==> src/rtl/ysyx_23060201_lsu.sv <==
// Multi-cycle load/store unit: turns one execute-stage memory request into a
// valid/ready word-bus transaction and returns formatted load data to write-back.
module ysyx_23060201_lsu #(
  parameter int MEM_ADDR_WIDTH = 32,
  parameter int DATA_WIDTH     = 32
) (
  input  logic                      clk,
  input  logic                      rst_n,
  input  logic                      in_valid,
  output logic                      in_ready,
  input  logic                      in_ren,
  input  logic [MEM_ADDR_WIDTH-1:0] in_raddr,
  input  logic [7:0]                in_rmask,
  input  logic                      in_wen,
  input  logic [MEM_ADDR_WIDTH-1:0] in_waddr,
  input  logic [7:0]                in_wmask,
  input  logic [DATA_WIDTH-1:0]     in_wdata,
  output logic                      req_valid,
  input  logic                      req_ready,
  output logic                      req_we,
  output logic [MEM_ADDR_WIDTH-1:0] req_addr,
  output logic [3:0]                req_wstrb,
  output logic [DATA_WIDTH-1:0]     req_wdata,
  input  logic                      resp_valid,
  output logic                      resp_ready,
  input  logic [DATA_WIDTH-1:0]     resp_rdata,
  input  logic                      resp_err,
  output logic                      out_valid,
  input  logic                      out_ready,
  output logic [DATA_WIDTH-1:0]     out_rdata,
  output logic                      out_err
);

  typedef enum logic [1:0] {IDLE, REQ, WAIT, DONE} state_t;

  state_t state, next_state;

  logic [MEM_ADDR_WIDTH-1:0] sel_addr;
  logic [1:0]                sel_off;
  logic [3:0]                acc_size;
  logic                      rd_mask_ok;
  logic                      wr_mask_ok;
  logic                      misaligned;
  logic                      req_err;
  logic                      is_noop;
  logic [3:0]                st_strb;
  logic [DATA_WIDTH-1:0]     st_data;

  logic [4:0]                ld_kind;
  logic [1:0]                ld_off;

  // ld_kind is {sign-extend, size nibble}; the nibble is 1/3/F for byte/half/word.
  function automatic logic [DATA_WIDTH-1:0] format_load(
    input logic [DATA_WIDTH-1:0] raw,
    input logic [1:0]            off,
    input logic [4:0]            kind
  );
    logic [DATA_WIDTH-1:0] w;
    w = raw >> {off, 3'b000};
    case (kind[3:0])
      4'h1:    format_load = {{24{kind[4] & w[7]}}, w[7:0]};
      4'h3:    format_load = {{16{kind[4] & w[15]}}, w[15:0]};
      default: format_load = w;
    endcase
  endfunction

  // Request decode; only feeds register updates and next-state, never an output.
  always_comb begin
    sel_addr = in_ren ? in_raddr : in_waddr;
    sel_off  = sel_addr[1:0];
    acc_size = in_ren ? in_rmask[3:0] : in_wmask[3:0];

    rd_mask_ok = 1'b0;
    case (in_rmask)
      8'h11, 8'h13, 8'h1F, 8'h01, 8'h03: rd_mask_ok = 1'b1;
      default:                           rd_mask_ok = 1'b0;
    endcase

    wr_mask_ok = 1'b0;
    case (in_wmask)
      8'h01, 8'h03, 8'h0F: wr_mask_ok = 1'b1;
      default:             wr_mask_ok = 1'b0;
    endcase

    misaligned = ((acc_size == 4'h3) && sel_off[0]) ||
                 ((acc_size == 4'hF) && (sel_off != 2'b00));

    is_noop = !in_ren && !in_wen;
    req_err = (in_ren && in_wen) ||
              (in_ren && !rd_mask_ok) ||
              (in_wen && !wr_mask_ok) ||
              (!is_noop && misaligned);

    case (in_wmask[3:0])
      4'h1:    st_strb = 4'b0001 << sel_off;
      4'h3:    st_strb = 4'b0011 << sel_off;
      default: st_strb = 4'b1111;
    endcase

    case (in_wmask[3:0])
      4'h1:    st_data = {4{in_wdata[7:0]}};
      4'h3:    st_data = {2{in_wdata[15:0]}};
      default: st_data = in_wdata;
    endcase
  end

  always_ff @(posedge clk or negedge rst_n) begin
    if (!rst_n) state <= IDLE;
    else        state <= next_state;
  end

  always_comb begin
    next_state = state;
    case (state)
      IDLE: if (in_valid)   next_state = (req_err || is_noop) ? DONE : REQ;
      REQ:  if (req_ready)  next_state = WAIT;
      WAIT: if (resp_valid) next_state = DONE;
      DONE: if (out_ready)  next_state = IDLE;
      default:              next_state = IDLE;
    endcase
  end

  always_comb begin
    in_ready   = (state == IDLE);
    req_valid  = (state == REQ);
    resp_ready = (state == WAIT);
    out_valid  = (state == DONE);
  end

  // Bus fields are only loaded on the way into REQ so they hold until the handshake.
  always_ff @(posedge clk or negedge rst_n) begin
    if (!rst_n) begin
      req_we    <= 1'b0;
      req_addr  <= '0;
      req_wstrb <= 4'b0000;
      req_wdata <= '0;
      ld_kind   <= 5'b0;
      ld_off    <= 2'b00;
      out_rdata <= '0;
      out_err   <= 1'b0;
    end else if (state == IDLE && in_valid) begin
      out_rdata <= '0;
      out_err   <= req_err;
      if (!req_err && !is_noop) begin
        req_we    <= in_wen;
        req_addr  <= {sel_addr[MEM_ADDR_WIDTH-1:2], 2'b00};
        req_wstrb <= in_wen ? st_strb : 4'b0000;
        req_wdata <= in_wen ? st_data : '0;
        ld_kind   <= in_rmask[4:0];
        ld_off    <= sel_off;
      end
    end else if (state == WAIT && resp_valid) begin
      out_err   <= resp_err;
      out_rdata <= (resp_err || req_we) ? '0 : format_load(resp_rdata, ld_off, ld_kind);
    end
  end

endmodule
==> config.mk <==
export PLATFORM = sky130hd
export DESIGN_NAME = ysyx_23060201_lsu
export DESIGN_NICKNAME = d
export VERILOG_FILES = /design/src/rtl/ysyx_23060201_lsu.sv
export SDC_FILE = /design/constraint.sdc
export NUM_CORES = 1
export LEC_CHECK = 0
export CAP_MARGIN = 15
export CORE_MARGIN = 1
export CORE_UTILIZATION = 39
export CTS_CLUSTER_SIZE = 8
export DETAILED_ROUTE_END_ITERATION = 8
export MAX_ROUTING_LAYER = met4
export PLACE_DENSITY = 0.78
export SLEW_MARGIN = 20
export SYNTH_ARGS = -nofsm -noshare
export SYNTH_HDL_FRONTEND = slang
export SYNTH_SLANG_ARGS = --single-unit
==> constraint.sdc <==
create_clock -name clk -period 2.4 [get_ports clk]
set_clock_uncertainty 0.15 [all_clocks]
set_input_delay 0.48 -clock clk [delete_from_list [all_inputs] [get_ports clk]]
set_output_delay 0.48 -clock clk [all_outputs]
set_load 0.005 [all_outputs]
==> results of run 1 <==
[power groups by stage]
stage	registers (mW)	clock network [mW]	logic, mW
floorplan	2.54	0	1.00
global placement	2.55	0	2.51
detailed placement	2.57	0	2.56
CTS	2.54	1.58	2.59
global route	2.59	1.64	2.86
finish	2.54	1.53	2.65
[flip-flops by register name (all words and copies together), names as in the netlist]
name / cells
req_addr: 30
req_wstrb: 4
ld_kind: 5
req_wdata: 32
out_err: 1
ld_off: 2
state: 2
out_rdata: 32
req_we: 1
[stage by stage]
stage / area (µm²) / TNS [ns] / power [mW] / std cells / hold WS (ns)
2_1_floorplan: 6080 / 0 / 3.54 / 535 / 0.0344
3_3_place_gp: 9100 / -30.85 / 5.06 / 990 / 0.300
3_5_place_dp: 9100 / -36.16 / 5.14 / 990 / 0.318
4_1_cts: 9450 / -0.00483 / 6.71 / 1009 / 0.345
5_1_grt: 9760 / -0.000190 / 7.09 / 1031 / 0.308
6_report: 9760 / 0 / 6.72 / 1031 / 0.296
[final cells by class]
class	count	area share, %
flip-flops and latches	109	27.9
clock inverters	7	0.782
clock buffers	9	2.31
well taps	188	2.41
repair buffers	331	33.8
inverters	23	0.885
multi-input cells	364	31.9
[worst max-delay path by stage]
stage	from	end	slack, ns	cells after the start
floorplan	in_ren	ld_kind[0]	0.14	8
global placement	in_wmask[1]	req_addr[31]	-0.43	8
detailed placement	in_wmask[1]	req_wdata[31]	-0.49	9
CTS	in_wmask[1]	req_addr[31]	-0.003	8
global route	in_wmask[2]	req_wdata[17]	-0.0002	9
finish	in_wmask[2]	req_wdata[17]	0.02	9
[synth_stat cells (2+ instances only)]
master / instances / area (µm²)
o2111ai_1: 2 / 17.5
mux2i_1: 44 / 440
o21ai_0: 31 / 155
nand3_1: 4 / 20.0
buf_4: 4 / 30.0
buf_2: 10 / 50.1
mux2_2: 53 / 597
a21boi_0: 19 / 143
dfrtp_1: 109 / 2730
buf_6: 6 / 67.6
nor3_1: 2 / 10.0
a22o_1: 8 / 70.1
ha_1: 4 / 50.1
nor2_1: 12 / 45.0
nand2_1: 75 / 282
nand2b_1: 3 / 18.8
a21oi_1: 12 / 60.1
mux2_4: 43 / 646
inv_1: 23 / 86.3
a221o_1: 16 / 160
o211ai_1: 8 / 60.1
buf_1: 2 / 7.51
clkbuf_1: 16 / 60.1
[timing repair]
action,in CTS,in global routing
endpoints found under the hold margin,33,0
hold buffers,1,0
pin swaps,0,5
resized for setup,5,16
endpoints found under the setup margin,78,81
gates cloned,0,4
buffers inserted,2,18
[cell families after synthesis]
family                     Yosys count  synth area share, %
DFF                                109                 44.9
buffers and inverters               62                 5.05
AOI/OAI and AO/OA                  108                 12.9
and+or+nand+nor                    109                 8.24
adders and majority gates            4                0.824
muxes                              141                 28.1
other                                1               0.0617
[routing by layer]
layer / vias up / track usage (%) / wire (µm)
met4: 0 / 5.39 / 166
met1: 2651 / 30.2 / 7990
met3: 13 / 5.74 / 1370
li1: 2516 / - / -
met5: - / - / 0
met2: 243 / 40.8 / 9840
[worst reg2reg max path, stage by stage, from the launching register on]
cell,delay (ns)
dfrtp_1,0.41
inv_1,0.10
ha_1,0.18
and2_2,0.21
o21ai_1,0.10
o22ai_2,0.19
o211ai_4,0.15
buf_12,0.18
clkbuf_16,0.17
mux2_4,0.29
==> flow_metrics.py, run 1 <==
metrics = {
    "die": {
        "coreArea_um2": 15200,
        "ios": 259,
        "die_w_um": 127,
        "dieArea_um2": 16100,
        "die_h_um": 127,
        "start_util_pct": 40.0,
        "rows": 45,
    },
    "setup_path": {
        "cp_cell_sequence": "clkdlybuf4s50_1 > buf_4 > mux2i_1 > and3_4 > o22ai_2 > o211ai_4 > buf_12 > buf_12 > mux2_2",
        "crit-reg2reg-capture": "req_addr[2]",
        "reg2regPathDepth": 9,
        "cpPeakStageDelay_ns": 0.45,
        "cp-end-kind": "flip-flop",
        "worstSetupStartpointType": "primary input",
        "regToRegSetupSlack_ns": 0.16,
        "cpMaxStageDelayCell": "clkdlybuf4s50_1",
        "rr_startpoint": "state[0]",
        "cp_top_family": "buffers and inverters",
        "crit_top_cell": "buf_12",
        "path_buf_inv": 4,
        "crit_arrival_ns": 2.47,
        "path_class": "primary input to flip-flop",
        "cp.required_ns": 2.49,
        "critPathMaxFanout": 7,
    },
    "place": {
        "place.gp.congestion": 0.900,
        "portBuffers": 256,
        "hpwl_mm": 14.5,
        "place_ws_ns": -0.491,
    },
    "pwr": {
        "p_per_area_nw_per_um2": 689,
        "clockPowerShare_pct": 22.8,
        "seq_power_share_pct": 37.8,
        "vdd_drop_max_mv": 0.559,
        "leakage_nw": 4.55,
        "switching_power_mw": 2.06,
        "p_sw_share_pct": 30.7,
        "power.internal_mw": 4.66,
        "p_comb_share_pct": 39.5,
    },
    "clock_tree": {
        "cts_sinks": 109,
        "cts_tree": "built",
        "clk_latency_ns": 0.35,
        "clkTransAtPathRegs_ns": 0.08,
        "root_buffer": "clkbuf_16",
        "htree_levels": 3,
        "clk_path_buf_depth": 2,
        "numCtsBuffers": 9,
    },
    "sta": {
        "fin_ws_ns": 0.0208,
        "period_needed_ns": 2.38,
        "worstMarginPinSlew_ns": 0.618,
        "finalMaxSlewViolations": 0,
        "setup_violations": 0,
        "max_freq_mhz": 420,
        "hold_viol_final": 0,
        "slew_headroom_pct": 58.6,
        "fin_crit_sh_pct": 99.1,
    },
    "hold_path": {
        "hp-class": "primary input to flip-flop",
        "hold_end": "ld_kind[1]",
        "hp-start": "in_rmask[1]",
        "hold_path_depth": 2,
    },
    "flow_run": {
        "cap_viol_max_count": 0,
    },
    "drt": {
        "wl_per_cell_um": 18.8,
        "first_iter_violations": 247,
        "ant_nets": 0,
        "remaining_drc_errors": 0,
        "dr.pass1.iters": 5,
        "routed_wl_mm": 19.4,
        "vias_per_cell": 5.26,
        "dr_total_vias": 5423,
    },
    "logic_synthesis": {
        "ys_types": 51,
        "synth-seq-cells": 109,
        "synth_area_um2": 6070,
        "synthFlopType": "dfrtp_1",
        "synth.avg_cell_area_um2": 11.4,
        "synth_edf_count": 0,
        "synth-seq-area-share_pct": 44.9,
        "synth-async-reset-ratio_pct": 100,
        "syn_inst": 534,
        "yosysWarnings": 0,
    },
    "global_route": {
        "grt_pass1_vias": 5378,
        "grt_overflow_total": 0,
        "grt_use_total_pct": 24.5,
        "antenna_found_initial": 0,
        "grt_pass1_wl_mm": 29.4,
        "grt_max_degree": 44,
    },
    "status": {
        "status": "complete, no violations",
    },
    "layout": {
        "seq_area_um2": 2730,
        "layout_common_cells": "251 x clkdlybuf4s50_1, 109 x dfrtp_1, 75 x nand2_1",
        "multi_input_area_um2": 3110,
        "area_growth_pct": 60.7,
        "drive_gt1_share_pct": 24.4,
        "filler_cell_count": 1146,
        "final_util_pct": 64.2,
        "nets": 995,
        "final_common_cell": "clkdlybuf4s50_1",
        "diodes": 0,
    },
}
Power figures use the tool's default switching activity.
==> inputs of run 2 (changes only) <==
- CORE_UTILIZATION: 39 -> 58
- DONT_BUFFER_PORTS: not set -> 1
- PLACE_DENSITY: 0.78 -> 0.76
==> flow_metrics.py, run 2 (synthesized netlist as in run 1, its figures left out) <==
metrics = {
    "drt": {
        "wl_per_cell_um": 21.8,
        "vias_per_cell": 6.22,
        "first_iter_violations": 164,
        "dr_total_vias": 4120,
        "routed_wl_mm": 14.4,
        "dr.pass1.iters": 5,
        "remaining_drc_errors": 0,
        "ant_nets": 0,
    },
    "layout": {
        "multi_input_area_um2": 3060,
        "area_growth_pct": 5.89,
        "layout_common_cells": "109 x dfrtp_1, 75 x nand2_1, 53 x mux2_2",
        "seq_area_um2": 2730,
        "final_common_cell": "dfrtp_1",
        "filler_cell_count": 791,
        "diodes": 0,
        "drive_gt1_share_pct": 26.3,
        "nets": 681,
        "reg_top3": "out_rdata: 32 flops, req_wdata: 32 flops, req_addr: 30 flops",
    },
    "clock_tree": {
        "cts_sinks": 109,
        "cts_tree": "built",
        "htree_levels": 3,
        "postCtsSetupBuffers": 0,
        "numCtsBuffers": 9,
        "root_buffer": "clkbuf_8",
        "cts_resized": 0,
        "clk_latency_ns": 0.37,
        "clkTransAtPathRegs_ns": 0.10,
        "clk_path_buf_depth": 2,
    },
    "global_route": {
        "grt_pass1_wl_mm": 22.8,
        "grt_use_total_pct": 27.8,
        "grt_pass1_vias": 4217,
        "antenna_found_initial": 0,
        "grt_max_degree": 110,
        "grt_overflow_total": 0,
    },
    "die": {
        "dieArea_um2": 10900,
        "coreArea_um2": 9950,
        "die_w_um": 104,
        "rows": 36,
        "die_h_um": 104,
        "ios": 259,
        "start_util_pct": 61.0,
    },
    "sta": {
        "period_needed_ns": 2.20,
        "hold_viol_final": 109,
        "max_freq_mhz": 454,
        "fin_crit_sh_pct": 91.9,
        "fin_ws_ns": 0.195,
        "setup_violations": 0,
        "finalMaxSlewViolations": 0,
        "worstMarginPinSlew_ns": 0.673,
        "slew_headroom_pct": 55.0,
        "holdWs_ns": -0.356,
        "rsz0062_at_grt": "no",
        "fin_setup_tns_ns": 0,
    },
    "setup_path": {
        "regToRegSetupSlack_ns": 0.20,
        "worstSetupStartpointType": "flip-flop",
        "cp-end-kind": "flip-flop",
        "crit_arrival_ns": 2.31,
        "path_class": "flip-flop to flip-flop",
        "rr_startpoint": "state[1]",
        "crit-reg2reg-capture": "req_addr[23]",
        "cp.required_ns": 2.51,
        "reg2regPathDepth": 8,
        "critPathMaxFanout": 33,
    },
    "place": {
        "place_ws_ns": 0.115,
        "hpwl_mm": 10.7,
        "place.gp.congestion": 0.848,
        "portBuffers": 0,
    },
    "flow_run": {
        "cap_viol_max_count": 0,
    },
    "pwr": {
        "leakage_nw": 3.18,
        "seq_power_share_pct": 51.3,
        "p_per_area_nw_per_um2": 796,
        "p_sw_share_pct": 30.9,
        "vdd_drop_max_mv": 0.359,
        "switching_power_mw": 1.58,
        "p_comb_share_pct": 24.0,
        "clockPowerShare_pct": 24.7,
        "power.internal_mw": 3.54,
    },
    "status": {
        "violations": "hold timing",
        "status": "complete, but fails checks",
    },
    "hold_path": {
        "hp-class": "primary input to async pin",
    },
}
run 2: metrics by stage:
| stage | power, mW | cells | util (%) | cell area, µm² | hold WS, ns |
|---|---|---|---|---|---|
| floorplan | 3.54 | 535 | - | 6080 | 0.0344 |
| global placement | 3.83 | 646 | 62.3 | 6200 | 0.0363 |
| detailed placement | 3.90 | 646 | 62.3 | 6200 | 0.0366 |
| CTS | 5.16 | 662 | 64.6 | 6430 | -0.381 |
| global route | 5.41 | 662 | 64.6 | 6430 | -0.392 |
| finish | 5.12 | 662 | 64.6 | 6430 | -0.356 |
run 2: cell type report:
type,count,area share (%)
tap,133,2.59
clock inverter,6,1.44
multi-input combinational,364,47.5
clock buffer,10,2.14
timing repair buffer,17,2.57
inverter,23,1.34
sequential,109,42.4
run 2: worst max path at each step:
stage | end | cells after the start | from | slack [ns]
2_1_floorplan | ld_kind[0] | 8 | in_ren | 0.14
3_3_place_gp | req_addr[31] | 6 | in_wmask[2] | 0.16
3_5_place_dp | req_addr[31] | 6 | in_ren | 0.11
5_1_grt | req_addr[22] | 8 | state[0] | 0.04
6_report | req_addr[23] | 8 | state[1] | 0.20
4_1_cts | out_rdata[30] | 10 | state[0] | 0.18
run 2: layer usage:
metal	track usage (%)	wire length [µm]	up-vias	part of all wire [%]
met2	46.8	7350	180	51
met5	-	0	-	0
met4	10.0	297	0	2.1
li1	-	-	1883	-
met1	31.6	5680	2033	39
met3	7.64	1110	24	7.7
run 2: power groups by stage:
stage          clock, mW  sequential (mW)  combinational (mW)
2_1_floorplan          0             2.54                1.00
3_3_place_gp           0             2.65                1.17
3_5_place_dp           0             2.67                1.23
4_1_cts             1.29             2.64                1.23
5_1_grt             1.36             2.68                1.37
6_report            1.26             2.63                1.23
run 2: critical path: stages (launching register included):
cell and delay (ns):
dfrtp_1 0.41, inv_1 0.11, ha_1 0.17, and2_1 0.21, o21ai_0 0.12, o22ai_2 0.21, o211ai_4 0.14, buf_12 0.23
mux2_4 0.32
==> inputs of run 3 (changes only) <==
- CORE_UTILIZATION: 58 -> 40
- PLACE_DENSITY: 0.76 -> not set
- SLEW_MARGIN: 20 -> not set
==> flow_metrics.py, run 3 (synthesized netlist as in run 1, its figures left out) <==
metrics = {
    "clock_tree": {
        "htree_levels": 3,
        "clkTransAtPathRegs_ns": 0.08,
        "clk_path_buf_depth": 2,
        "postCtsSetupBuffers": 0,
        "numCtsBuffers": 9,
        "cts_tree": "built",
        "cts_sinks": 109,
        "root_buffer": "clkbuf_16",
        "clk_latency_ns": 0.35,
    },
    "setup_path": {
        "worstSetupStartpointType": "flip-flop",
        "path_class": "flip-flop to flip-flop",
        "reg2regPathDepth": 8,
        "cp.required_ns": 2.48,
        "regToRegSetupSlack_ns": 0.15,
        "cp-end-kind": "flip-flop",
        "crit_arrival_ns": 2.33,
        "critPathMaxFanout": 30,
    },
    "sta": {
        "rsz0062_at_grt": "no",
        "slew_headroom_pct": 65.3,
        "holdWs_ns": -0.332,
        "fin_crit_sh_pct": 93.5,
        "period_needed_ns": 2.25,
        "fin_setup_tns_ns": 0,
        "finalMaxSlewViolations": 0,
        "worstMarginPinSlew_ns": 0.518,
        "hold_viol_final": 109,
        "max_freq_mhz": 445,
        "setup_violations": 0,
    },
    "die": {
        "rows": 44,
        "dieArea_um2": 15700,
        "coreArea_um2": 14700,
        "die_h_um": 125,
        "ios": 259,
        "die_w_um": 125,
        "start_util_pct": 41.3,
    },
    "pwr": {
        "finalPower_mw": 5.45,
        "p_per_area_nw_per_um2": 824,
        "vdd_drop_max_mv": 0.377,
        "leakage_nw": 3.24,
    },
    "place": {
        "hpwl_mm": 11.4,
        "place.gp.congestion": 0.885,
        "portBuffers": 0,
    },
    "global_route": {
        "grt_max_degree": 110,
        "grt_overflow_total": 0,
        "antenna_found_initial": 0,
        "grt_use_total_pct": 20.6,
        "grt_pass1_vias": 4318,
        "grt_pass1_wl_mm": 24.5,
    },
    "layout": {
        "drive_gt1_share_pct": 26.9,
        "diodes": 0,
        "final_common_cell": "dfrtp_1",
        "seq_area_um2": 2730,
        "filler_cell_count": 1336,
        "layout_common_cells": "109 x dfrtp_1, 75 x nand2_1, 53 x mux2_2",
        "area_growth_pct": 8.82,
        "nets": 684,
        "reg_top3": "out_rdata: 32 flops, req_wdata: 32 flops, req_addr: 30 flops",
        "multi_input_area_um2": 3070,
    },
    "hold_path": {
        "hp-class": "primary input to async pin",
    },
    "drt": {
        "remaining_drc_errors": 17,
        "dr_total_vias": 4121,
        "wl_per_cell_um": 21.4,
        "first_iter_violations": 214,
        "dr.pass1.iters": 7,
        "routed_wl_mm": 15.3,
        "ant_nets": 0,
        "vias_per_cell": 5.76,
    },
    "status": {
        "status": "complete, but fails checks",
        "violations": "DRC, hold timing",
    },
    "flow_run": {
        "cap_viol_max_count": 0,
    },
}
==> run 3: cell types whose count changed in the layout (fill, tap and decap cells not counted), sizes merged <==
cell / change
bufinv: -1
clkinv: +1
clkbuf: +1
clkinvlp: -1
buf: +3
==> run 3: power by group <==
group | internal [mW] | switching (mW)
sequential | 2.26 | 0.384
combinational | 0.652 | 0.565
clock | 0.877 | 0.707
==> run 3: worst paths after layout <==
path                                  to          start
max in group asynchronous  req_wdata[29]          rst_n
min reg2reg                out_rdata[11]  out_rdata[11]
max                         req_addr[31]       state[0]
max reg2reg                 req_addr[31]       state[0]
min                        out_rdata[28]          rst_n
min in group clk            req_wdata[2]    in_wdata[2]
==> run 3: per-layer routing <==
| layer | GRT usage [%] | vias to the layer above | part of all wire [%] |
|---|---|---|---|
| met5 | - | - | 0 |
| met4 | 6.17 | 0 | 1.1 |
| li1 | - | 1891 | - |
| met1 | 24.9 | 2052 | 41 |
| met2 | 33.0 | 168 | 49 |
| met3 | 6.42 | 10 | 8.5 |
==> run 3: area by class of cell <==
class | instances | share of cell area (%)
Multi-Input combinational cell | 364 | 46.5
Sequential cell | 109 | 41.3
Clock buffer | 11 | 3.82
Tap cell | 184 | 3.48
Timing Repair Buffer | 20 | 2.71
Inverter | 23 | 1.31
Clock inverter | 5 | 0.965
==> run 3: repair_timing <==
item	in CTS	in global routing
endpoints found under the setup margin	0	25
gates resized for setup	0	3
endpoints found under the hold margin	109	109
==> run 3: metrics by stage <==
step | std cells | worst slack [ns] | area (µm²) | hold WS (ns) | utilization, %
after floorplan | 535 | 0.143 | 6080 | 0.0344 | -
after global placement | 700 | -0.00166 | 6280 | 0.0373 | 42.7
after detailed placement | 700 | -0.0855 | 6280 | 0.0366 | 42.7
after CTS | 716 | 0.0121 | 6590 | -0.347 | 44.9
after global routing | 716 | 0.00781 | 6610 | -0.352 | 45.0
final | 716 | 0.155 | 6610 | -0.332 | 45.0
==> run 3: critical path, stage by stage (launching register included) <==
cell,delay [ns]
dfrtp_1,0.41
inv_1,0.08
ha_1,0.21
and2_1,0.19
o21ai_0,0.12
o22ai_2,0.15
o211ai_4,0.16
buf_12,0.28
mux2_2,0.37
